File: src/rtl/rf_multiport.sv
// Purpose: 2-read / 2-write register file with per-register busy scoreboard and optional write-to-read bypass.
// Latency: reads and busy lookups are combinational; writes, reserves and flush take effect at the rising edge.
// Backpressure: none; every enabled write/reserve/flush is accepted each cycle (stalls are decode's job via busy).
module rf_multiport #(
    parameter int DATA_W   = 32,
    parameter int ADDR_W   = 5,
    parameter int ZERO_REG = 1,
    parameter int BYPASS   = 1
) (
    input  logic              clk,
    input  logic              rst_n,
    input  logic [ADDR_W-1:0] rs_addr,
    input  logic [ADDR_W-1:0] rt_addr,
    output logic [DATA_W-1:0] rs_data,
    output logic [DATA_W-1:0] rt_data,
    output logic              rs_busy,
    output logic              rt_busy,
    input  logic              wr_en0,
    input  logic [ADDR_W-1:0] wr_addr0,
    input  logic [DATA_W-1:0] wr_data0,
    input  logic              wr_en1,
    input  logic [ADDR_W-1:0] wr_addr1,
    input  logic [DATA_W-1:0] wr_data1,
    input  logic              rsv_en,
    input  logic [ADDR_W-1:0] rsv_addr,
    input  logic              flush
);

    localparam int NUM_REGS = 1 << ADDR_W;

    logic [DATA_W-1:0]   regs [NUM_REGS];
    logic [NUM_REGS-1:0] busy;

    // Effective write enables: writes to the hard-wired zero register are dropped here,
    // which also blocks them from the bypass path and from clearing busy[0].
    logic we0;
    logic we1;
    assign we0 = wr_en0 && !((ZERO_REG != 0) && (wr_addr0 == '0));
    assign we1 = wr_en1 && !((ZERO_REG != 0) && (wr_addr1 == '0));

    // Register array update; port 1 wins on an address collision.
    always_ff @(posedge clk or negedge rst_n) begin
        if (!rst_n) begin
            for (int i = 0; i < NUM_REGS; i++) begin
                regs[i] <= '0;
            end
        end else begin
            for (int i = 0; i < NUM_REGS; i++) begin
                if (we1 && (wr_addr1 == ADDR_W'(i))) begin
                    regs[i] <= wr_data1;
                end else if (we0 && (wr_addr0 == ADDR_W'(i))) begin
                    regs[i] <= wr_data0;
                end
            end
        end
    end

    // Busy scoreboard: flush beats reserve, reserve beats a completing write.
    always_ff @(posedge clk or negedge rst_n) begin
        if (!rst_n) begin
            busy <= '0;
        end else begin
            for (int i = 0; i < NUM_REGS; i++) begin
                if ((ZERO_REG != 0) && (i == 0)) begin
                    busy[i] <= 1'b0;
                end else if (flush) begin
                    busy[i] <= 1'b0;
                end else if (rsv_en && (rsv_addr == ADDR_W'(i))) begin
                    busy[i] <= 1'b1;
                end else if ((we0 && (wr_addr0 == ADDR_W'(i))) ||
                             (we1 && (wr_addr1 == ADDR_W'(i)))) begin
                    busy[i] <= 1'b0;
                end
            end
        end
    end

    // Read port A: bypass from the current-cycle write (port 1 first), else stored value.
    always_comb begin
        rs_data = regs[rs_addr];
        if (!rst_n) begin
            rs_data = '0;
        end else if ((BYPASS != 0) && we1 && (wr_addr1 == rs_addr)) begin
            rs_data = wr_data1;
        end else if ((BYPASS != 0) && we0 && (wr_addr0 == rs_addr)) begin
            rs_data = wr_data0;
        end
    end

    // Read port B: same forwarding rules as port A.
    always_comb begin
        rt_data = regs[rt_addr];
        if (!rst_n) begin
            rt_data = '0;
        end else if ((BYPASS != 0) && we1 && (wr_addr1 == rt_addr)) begin
            rt_data = wr_data1;
        end else if ((BYPASS != 0) && we0 && (wr_addr0 == rt_addr)) begin
            rt_data = wr_data0;
        end
    end

    // Busy lookups come straight from the stored bits; no forwarding of same-cycle writes.
    always_comb begin
        rs_busy = rst_n && busy[rs_addr];
        rt_busy = rst_n && busy[rt_addr];
    end

endmodule

File: config.mk
export PLATFORM = sky130hd
export DESIGN_NAME = rf_multiport
export DESIGN_NICKNAME = d
export VERILOG_FILES = /design/src/rtl/rf_multiport.sv
export SDC_FILE = /design/constraint.sdc
export NUM_CORES = 2
export LEC_CHECK = 0
export BUFFER_PORTS_ARGS = -buffer_cell sky130_fd_sc_hd__buf_2
export CAP_MARGIN = 15
export CORE_MARGIN = 2
export CORE_UTILIZATION = 25
export DETAILED_ROUTE_END_ITERATION = 6
export GPL_TIMING_DRIVEN = 1
export HOLD_SLACK_MARGIN = 0.15
export PLACE_DENSITY = 0.48
export SYNTH_ARGS = -nofsm -noshare
export SYNTH_HDL_FRONTEND = slang
export SYNTH_SLANG_ARGS = --single-unit
export TNS_END_PERCENT = 50
File: constraint.sdc
create_clock -name clk -period 2.1 [get_ports clk]
set_input_delay 0.315 -clock clk [delete_from_list [all_inputs] [get_ports clk]]
set_output_delay 0.315 -clock clk [all_outputs]
set_load 0.02 [all_outputs]
==> results.md <==
- Synth top area cells: dfrtp_1 39%, mux2i_1 25%, mux4_2 6.4%
- Dpl hpwl: 230000 um
- Fin crit period: 3.03 ns
- Seq. cell area: 0.0264 mm^2
- Startpoint Class: flip-flop
- Worst setup path class: reg -> out
- Layout cells sized above 1: 0.241
- FMAX: 330 MHz
- Failing checks: setup timing
- Worst hold path class: in -> reg
- Period utilisation layout: 1.44
- Initial antenna violation count: 20
- Initial Util: 0.251
- Ports: 161
- Tot GR Track Use: 0.242
- Synthesized flop and latch total: 1055
- Actual slew at the worst max-slew pin: 1.13 ns
- Routed WL: 339000 um
- CP max FO: 3
- Worst-Skew Late Latency: 0.78 ns
- Slowest cell on the critical path: mux4_2
- Worst setup EP type: output port
- Count of different cell masters after synthesis: 52
- Most frequent cells after synthesis: 1702 x mux2i_1, 1055 x dfrtp_1, 675 x nand2_1, 594 x nor2_1, 587 x a21oi_1
- Die height: 523 um
- Yosys warns: 0
- Longest Clk Path Bufs: 3
- Post-route insts no fill: 11200
- # fillers: 27300
- Layout Nets: 7606
- Max-Cap Viols: 0
- Yosys top cell area share: 0.392
- Syn Inst Count: 7033
- CP max stage delay: 0.47 ns
- Htree depth: 3
- Top cell type by total area after synthesis: dfrtp_1
- Mean area per synthesized cell: 9.58 um^2
- Sink Count: 1055
- Port Buffers: 160
- Largest net degree at the start of global routing: 160
- RSZ-0062 raised after global routing: yes
- First-pass GRT wire length: 476000 um
- # DRC: 0
- Run status: finished with violations
- Chip Width: 523 um
- Final WS setup: -0.930 ns
- Max-slew violations: 0
- Leak pwr: 40.1 nW
- Mapped Area: 0.0674 mm^2
- Worst endpoint required time: 1.78 ns
- Setup Viol. Count Final: 66
- Power per cell area: 816 mW/mm^2
- Routing usage on met1: 0.319
- CTS Root Cell: clkbuf_16
- Routed WL per cell: 30.4 um
- Count leader, synth: mux2i_1
- Crit path DAT: 2.72 ns
- Met3 usage: 0.0452
- Most used DFF post-synth: dfrtp_1
- Vias in the first global route: 60200
- CTS Buf Count: 118
- Maximum VDD drop: 0.000749 V
- DRT antenna net count: 0
- CTS tree: yes
- Die area: 0.274 mm^2
- Worst-path cell chain: mux4_2 > o211ai_1 > nand2_2 > a211oi_4 > a21oi_2 > buf_2
- Area growth syn-to-layout: 29.7%
- Final Util: 0.326
- Num rows: 190
- Post-synthesis sequential area ratio: 0.392
- Final Total Pwr: 71.3 mW
- Met2 GRT Util: 0.374
- Post-synth EDFFs: 0
- Vias/cell: 5.47
- Iter 0 DRT Violations: 7123
- Via count: 61000
- Multi-input combinational cell area: 0.0390 mm^2
- Crit path buf inv count: 1
- Syn nets: 7128
- GP Congestion: 0.910
- CTS clock-pin slew for the worst setup and hold paths: 0.06 ns
- Final Hold Fails: 0
- Gr busiest metal: met2
- Clock skew: 0 ns
- DP Cell Count: 10800
- Headroom to the max-slew limit: 0.244
- Core ar.: 0.268 mm^2
- Fraction of synthesis flops using an asynchronous set or reset pin: 1.00
- Gr ovfl total: 0
- Drt pass-1 iters: 6
- R2r setup slk: 0.63 ns
- Crit path max-delay family: compound AO/OA/AOI/OAI gates
==> report_power, final <==
group          leakage (nW)  total [mW]  switching [mW]  internal, mW
combinational          25.2        19.9            10.1          9.80
clock                  1.90        21.8            9.56          12.3
sequential             12.9        29.6            4.28          25.4
total                  40.1        71.3            23.9          47.4
==> state kept, by name, summed over array words and instances (netlist names) <==
register	count
busy	31
regs	1024
==> cell usage in the layout, fill, tap and decap left out, types with 193 or more instances in the layout <==
master,Yosys,routed
mux2i_1,1702,1690
dfrtp_1,1055,1055
buf_4,26,662
nand2_1,675,620
nor2_1,594,566
a21oi_1,587,556
o21ai_0,565,498
buf_12,0,328
a22oi_1,274,274
mux4_2,193,193
==> per-stage QoR <==
step	instance area [um^2]	worst slack (ns)	setup TNS, ns	hold WS (ns)
CTS	86900	-0.946	-49.35	0.151
global route	87400	-0.987	-51.47	0.187
global placement	81200	-1.19	-150.52	0.159
detailed placement	81200	-1.15	-151.90	0.159
finish	87400	-0.930	-46.21	0.203
floorplan	67900	-0.0817	-4.77	0.0194
==> cell type report <==
cell class / instances / share of cell area
tap: 3552 / 0.0509
inverter: 5 / 0.000215
timing repair buffer: 1241 / 0.156
clock inverter: 27 / 0.00407
sequential: 1055 / 0.302
clock buffer: 182 / 0.0402
multi-input combinational: 5090 / 0.446
antenna: 11 / 0.000315
==> worst register-to-register path, stage by stage (launching register included) <==
cell           delay (ns)
dfrtp_1              0.41
buf_4                0.15
a32oi_1              0.15
nor2_1               0.06
dlygate4sd3_1        0.59
==> final timing paths <==
path / startpoint / end / cells past startpoint
max in group asynchronous: rst_n / regs[62]$_DFFE_PN0P_ / 6
min: wr_data0[29] / regs[733]$_DFFE_PN0P_ / 4
min in group asynchronous: rst_n / regs[490]$_DFFE_PN0P_ / 4
min reg2reg: regs[1020]$_DFFE_PN0P_ / regs[1020]$_DFFE_PN0P_ / 0
max reg2reg: busy[12]$_DFFE_PN0P_ / busy[12]$_DFFE_PN0P_ / 4
max: regs[354]$_DFFE_PN0P_ / rs_data[2] / 6
==> what timing repair did <==
item	CTS	global route
setup endpoints to repair	66	73
gates resized for setup	227	89
setup buffers	27	11
hold buffers	87	0
pin swaps	84	70
hold endpoints to repair	782	0
==> layer usage <==
metal	wire [um]	vias up	part of all wire
li1	-	26300	-
met1	140000	30900	0.41
met2	152000	3091	0.45
met3	26400	785	0.078
met4	20900	2	0.062
met5	12	-	0.000035
==> cell families after synthesis <==
kind of cell | count (synthesis) | synth area share
DFF | 1055 | 0.392
muxes | 1896 | 0.317
and+or+nand+nor | 1552 | 0.0940
buffers and inverters | 888 | 0.0561
xor gates and xnor gates | 20 | 0.00260
AOI/OAI and AO/OA | 1622 | 0.138
No activity file was read; power rests on OpenSTA's default activity.
